### src/rtl/sdes_pkg.sv
// S-DES tables, FSM state type and bit-permutation helpers shared by the decryptor.
// Vectors are MSB-first: the leftmost S-DES bit is the vector MSB.
package sdes_pkg;

    localparam int unsigned KEY_W = 10;
    localparam int unsigned BLK_W = 8;

    // Tables hold 1-based positions counted from the leftmost input bit.
    localparam int unsigned P10_T    [10] = '{3, 5, 2, 7, 4, 10, 1, 9, 8, 6};
    localparam int unsigned P8_T     [8]  = '{6, 3, 7, 4, 8, 5, 10, 9};
    localparam int unsigned IP_T     [8]  = '{2, 6, 3, 1, 4, 8, 5, 7};
    localparam int unsigned IP_INV_T [8]  = '{4, 1, 3, 5, 7, 2, 8, 6};
    localparam int unsigned EP_T     [8]  = '{4, 1, 2, 3, 2, 3, 4, 1};
    localparam int unsigned P4_T     [4]  = '{2, 4, 3, 1};

    localparam logic [1:0] S0_T [4][4] = '{'{2'd1, 2'd0, 2'd3, 2'd2},
                                           '{2'd3, 2'd2, 2'd1, 2'd0},
                                           '{2'd0, 2'd2, 2'd1, 2'd3},
                                           '{2'd3, 2'd1, 2'd3, 2'd2}};
    localparam logic [1:0] S1_T [4][4] = '{'{2'd0, 2'd1, 2'd2, 2'd3},
                                           '{2'd2, 2'd0, 2'd1, 2'd3},
                                           '{2'd3, 2'd0, 2'd1, 2'd0},
                                           '{2'd2, 2'd1, 2'd0, 2'd3}};

    typedef enum logic [1:0] {IDLE, R1, R2, DONE} state_e;

    typedef struct packed {
        logic [BLK_W-1:0] k1;
        logic [BLK_W-1:0] k2;
    } subkeys_t;

    function automatic logic [7:0] ip(input logic [7:0] b);
        logic [7:0] r;
        r = '0;
        for (int j = 0; j < 8; j++) r[3'(7 - j)] = b[3'(8 - IP_T[3'(j)])];
        return r;
    endfunction

    function automatic logic [7:0] ip_inv(input logic [7:0] b);
        logic [7:0] r;
        r = '0;
        for (int j = 0; j < 8; j++) r[3'(7 - j)] = b[3'(8 - IP_INV_T[3'(j)])];
        return r;
    endfunction

    function automatic logic [7:0] sw(input logic [7:0] b);
        return {b[3:0], b[7:4]};
    endfunction

    function automatic logic [7:0] ep(input logic [3:0] b);
        logic [7:0] r;
        r = '0;
        for (int j = 0; j < 8; j++) r[3'(7 - j)] = b[2'(4 - EP_T[3'(j)])];
        return r;
    endfunction

    function automatic logic [3:0] p4(input logic [3:0] b);
        logic [3:0] r;
        r = '0;
        for (int j = 0; j < 4; j++) r[2'(3 - j)] = b[2'(4 - P4_T[2'(j)])];
        return r;
    endfunction

    function automatic logic [9:0] p10(input logic [9:0] k);
        logic [9:0] r;
        r = '0;
        for (int j = 0; j < 10; j++) r[4'(9 - j)] = k[4'(10 - P10_T[4'(j)])];
        return r;
    endfunction

    function automatic logic [7:0] p8(input logic [9:0] k);
        logic [7:0] r;
        r = '0;
        for (int j = 0; j < 8; j++) r[3'(7 - j)] = k[4'(10 - P8_T[3'(j)])];
        return r;
    endfunction

    // K1 after a 1-bit rotate of each half, K2 after a further 2-bit rotate.
    function automatic subkeys_t keygen(input logic [9:0] key);
        logic [9:0] p;
        logic [4:0] l1, r1, l2, r2;
        subkeys_t   ks;
        p     = p10(key);
        l1    = {p[8:5], p[9]};
        r1    = {p[3:0], p[4]};
        l2    = {l1[2:0], l1[4:3]};
        r2    = {r1[2:0], r1[4:3]};
        ks.k1 = p8({l1, r1});
        ks.k2 = p8({l2, r2});
        return ks;
    endfunction

endpackage

### src/rtl/sdes_fk.sv
// One S-DES Feistel round: (L ^ F(R, K)) | R.
module sdes_fk
    import sdes_pkg::*;
(
    input  logic [7:0] data_i,
    input  logic [7:0] subkey_i,
    output logic [7:0] data_c_o
);

    logic [3:0] left, right;
    logic [7:0] mixed;
    logic [1:0] s0_out, s1_out;

    assign left   = data_i[7:4];
    assign right  = data_i[3:0];
    assign mixed  = ep(right) ^ subkey_i;
    // Row from outer bits, column from inner bits of each nibble.
    assign s0_out = S0_T[{mixed[7], mixed[4]}][{mixed[6], mixed[5]}];
    assign s1_out = S1_T[{mixed[3], mixed[0]}][{mixed[2], mixed[1]}];

    assign data_c_o = {left ^ p4({s0_out, s1_out}), right};

endmodule

### src/rtl/sdes_decrypt_seq.sv
// Round-serial S-DES decryptor with a persistent key register and valid/ready streaming.
module sdes_decrypt_seq
    import sdes_pkg::*;
#(
    parameter bit OUT_HOLD = 1'b1
) (
    input  logic             clk_i,
    input  logic             rst_i,
    input  logic             key_load_i,
    input  logic [KEY_W-1:0] key_i,
    output logic             key_ok_o,
    input  logic             in_valid_i,
    output logic             in_ready_o,
    input  logic [BLK_W-1:0] ciphertext_i,
    output logic             out_valid_o,
    input  logic             out_ready_i,
    output logic [BLK_W-1:0] plaintext_o
);

    state_e           state_q, state_d;
    logic [BLK_W-1:0] k1_q, k1_d, k2_q, k2_d;
    logic [BLK_W-1:0] data_q, data_d;
    logic [BLK_W-1:0] pt_q, pt_d;
    logic             key_ok_q, key_ok_d;
    logic             in_ready_q, in_ready_d;
    logic             out_valid_q, out_valid_d;

    subkeys_t         sched;
    logic [BLK_W-1:0] fk_in, fk_key, fk_out;

    assign sched = keygen(key_i);

    // Single round datapath: K2 on raw data in R1, K1 on swapped data in R2.
    assign fk_in  = (state_q == R2) ? sw(data_q) : data_q;
    assign fk_key = (state_q == R2) ? k1_q : k2_q;

    sdes_fk u_fk (
        .data_i   (fk_in),
        .subkey_i (fk_key),
        .data_c_o (fk_out)
    );

    always_ff @(posedge clk_i) begin
        if (rst_i) begin
            state_q     <= IDLE;
            k1_q        <= '0;
            k2_q        <= '0;
            data_q      <= '0;
            pt_q        <= '0;
            key_ok_q    <= 1'b0;
            in_ready_q  <= 1'b0;
            out_valid_q <= 1'b0;
        end else begin
            state_q     <= state_d;
            k1_q        <= k1_d;
            k2_q        <= k2_d;
            data_q      <= data_d;
            pt_q        <= pt_d;
            key_ok_q    <= key_ok_d;
            in_ready_q  <= in_ready_d;
            out_valid_q <= out_valid_d;
        end
    end

    always_comb begin
        state_d     = state_q;
        k1_d        = k1_q;
        k2_d        = k2_q;
        data_d      = data_q;
        pt_d        = pt_q;
        key_ok_d    = key_ok_q;
        out_valid_d = out_valid_q;

        unique case (state_q)
            IDLE: begin
                // A key load wins the cycle; a pending block is taken on a later IDLE cycle.
                if (key_load_i) begin
                    k1_d     = sched.k1;
                    k2_d     = sched.k2;
                    key_ok_d = 1'b1;
                end else if (in_valid_i && in_ready_q) begin
                    data_d  = ip(ciphertext_i);
                    state_d = R1;
                end
            end
            R1: begin
                data_d  = fk_out;
                state_d = R2;
            end
            R2: begin
                pt_d        = ip_inv(fk_out);
                out_valid_d = 1'b1;
                state_d     = DONE;
            end
            DONE: begin
                if (!OUT_HOLD || out_ready_i) begin
                    out_valid_d = 1'b0;
                    state_d     = IDLE;
                end
            end
            default: state_d = IDLE;
        endcase

        in_ready_d = key_ok_d && (state_d == IDLE);
    end

    assign key_ok_o    = key_ok_q;
    assign in_ready_o  = in_ready_q;
    assign out_valid_o = out_valid_q;
    assign plaintext_o = pt_q;

endmodule

### config.mk
export PLATFORM = sky130hd
export DESIGN_NAME = sdes_decrypt_seq
export DESIGN_NICKNAME = d
export VERILOG_FILES = /design/src/rtl/sdes_pkg.sv /design/src/rtl/sdes_fk.sv /design/src/rtl/sdes_decrypt_seq.sv
export SDC_FILE = /design/constraint.sdc
export NUM_CORES = 1
export LEC_CHECK = 0
export ABC_AREA = 0
export CAP_MARGIN = 20
export CORE_AREA = 2 2 39 41
export DETAILED_ROUTE_END_ITERATION = 8
export DIE_AREA = 0 0 41 43
export HOLD_SLACK_MARGIN = 0.15
export MAX_ROUTING_LAYER = met4
export SLEW_MARGIN = 20
export SYNTH_ARGS = -nofsm -noshare
export SYNTH_HDL_FRONTEND = slang
export SYNTH_SLANG_ARGS = --single-unit
### constraint.sdc
create_clock -name clk_i -period 1.22 [get_ports clk_i]
set_clock_uncertainty 0.15 [all_clocks]
set_input_delay 0.244 -clock clk_i [delete_from_list [all_inputs] [get_ports clk_i]]
set_output_delay 0.244 -clock clk_i [all_outputs]
set_load 0.01 [all_outputs]
==> metrics, run 1 <==
Skew-Pair Late Insertion Delay=0.24 ns; worst setup margin=0.0436 ns; FMAX=850 MHz; CTS tree=yes; outcome=completed; Final Setup Violations=0; Placement Setup Slack=-0.173 ns; Ports=34; share of the synthesized area in the top cell type=0.390; total grt overflow=0; Final Hold Fails=0; Routed WL per cell=7.20 µm; Final nets=64; Hold Crit Class=flip-flop to flip-flop; Multi-input gate area=123 µm²; Setup CP Type=flip-flop to primary output; gpl congestion=0.599; worst-path maximum fanout=2; initial antenna violation count=0; clk root buf=clkbuf_4; H-tree levels=1; register area share after synthesis=0.390; Final HPWL DP=345 µm; vias in the first global route=187; num rows=14; CP top delay family=flip-flops; first-pass GRT wire length=655 µm; total track usage=0.0669; cell leakage power=0.148 nW; share of cells above drive strength 1=0.250; Netlist cell types=14; largest net degree at the start of global routing=6; number of synthesized register bits=5; Pwr Density=1320 nW/µm²; Vias/cell=3.57; element type at the critical path end=primary output; core area=1380 µm²; fin crit share=0.964; WP data required=0.83 ns; full die area=1760 µm²; via count=200; Area Overhead vs Synth=31.2%; Register Area=100 µm²; Tmin final=1.18 ns; CTS sink cnt=5; most common cell after layout, fill and taps aside=conb_1; Startpoint Class=flip-flop; Syn Area/Cell=8.84 µm²; VDD IR max=0.334 mV; mapped cell area=256 µm²; cts bufs inserted=3; Crit-path slowest cell=dfxtp_1; post-CTS setup buffers=0; largest area contributor in the netlist=dfxtp_1; most frequent cells in the layout=8 x conb_1, 5 x dfxtp_1, 4 x clkdlybuf4s50_1, 3 x a21oi_1, 3 x clkbuf_4; CP max stage delay=0.32 ns; Die Y-Extent=43 µm; starting density of the core=0.185; Die Wd=41 µm; Final ANT Viol Nets=0; CP bufs+invs=1; cell breakdown of the critical path=clkdlybuf4s15_1; top cells by area, synth=dfxtp_1 39%, buf_4 23%, a21oi_1 5.9%; worst path arrival time=0.78 ns; RSZ-0062 raised after global routing=false; Syn Inst Count=29; initial DRC count=0; router iterations before antenna repair=1; Port Buffers=7; Total Routed Length=403 µm; ant diodes=0; Yosys warning count=0; fill count=161; DRC Markers=0; Total Power=0.000445 W; max_cap viols=0; Pins Over Slew Limit=0; CTS Buffer Depth=2; CTS clk-pin slew, worst paths=0.04 ns
flip-flops by register name, indices dropped and copies added, names as in the netlist:
| name | count |
|---|---|
| out_valid_o | 1 |
| key_ok_o | 1 |
| state_q | 2 |
| in_ready_o | 1 |
routing by layer:
metal	vias to the layer above	GRT usage	wire, µm
met2	6	0.0781	262
met3	0	0.0314	24
met1	91	0.0516	116
met4	0	0.120	0
met5	-	-	0
li1	103	-	-
power by group:
part            total, W  switching, W  internal, W
clock           0.000185     0.0000622     0.000123
sequential      0.000186    0.00000877     0.000177
combinational  0.0000730     0.0000378    0.0000352
total           0.000445      0.000109     0.000336
tightest hold or removal path: cells and delay by family, from the launching register on:
family / cells / cell delay [ns]
DFF: 1 / 0.32
and+or+nand+nor: 1 / 0.07
AOI/OAI and AO/OA: 1 / 0.06
cells in the mapped netlist, drive strengths merged:
| master | number |
|---|---|
| a21bo | 1 |
| nand2 | 1 |
| and3 | 1 |
| nor2 | 4 |
| conb | 1 |
| buf | 8 |
| nor2b | 1 |
| nand3b | 1 |
| dfxtp | 5 |
| a21oi | 3 |
| nor3 | 2 |
| o21a | 1 |
path summary, 6_finish.rpt:
path | end | slack (ns) | depth (start not counted) | start
setup / recovery | out_valid_o | 0.04 | 1 | out_valid_o
setup reg to reg | key_ok_o | 0.22 | 3 | state_q[0]
hold reg to reg | out_valid_o | 0.33 | 2 | out_valid_o
hold / removal | out_valid_o | 0.33 | 2 | out_valid_o
metrics by stage:
step | instances | setup TNS [ns] | utilization | hold slack, ns | cell area, µm²
finish | 56 | 0 | 0.243 | 0.332 | 337
global route | 56 | 0 | 0.243 | 0.391 | 337
CTS | 56 | 0 | 0.250 | 0.336 | 345
detailed placement | 52 | -0.534 | 0.231 | 0.336 | 320
global placement | 52 | -0.511 | 0.231 | 0.323 | 320
floorplan | 36 | 0 | - | 0.161 | 283
kinds of logic (layout without fill, tap and decap cells):
family                 count (synthesis)  after routing  share of synthesized area
AOI/OAI and AO/OA                      5              5                      0.127
buffers and inverters                  8             12                      0.234
DFF                                    5              5                      0.390
other                                  1              8                     0.0146
and+or+nand+nor                       10             10                      0.234
layout make-up:
| class | count | share of cell area |
|---|---|---|
| Multi-Input combinational cell | 23 | 0.364 |
| Sequential cell | 5 | 0.297 |
| Timing Repair Buffer | 8 | 0.201 |
| Clock buffer | 4 | 0.0781 |
| Tap cell | 16 | 0.0595 |
timing repair:
item | CTS | global route
gates resized for setup | 5 | 3
cloned | 0 | 0
hold buffers | 0 | 0
setup endpoints to repair | 3 | 3
(Power assumes the default switching activity.)
==> run 2, diff against run 1 <==
TNS_END_PERCENT = 20   (was not set)
==> results of run 2 <==
No change in the layout: final DEF, timing and power equal those of run 1.
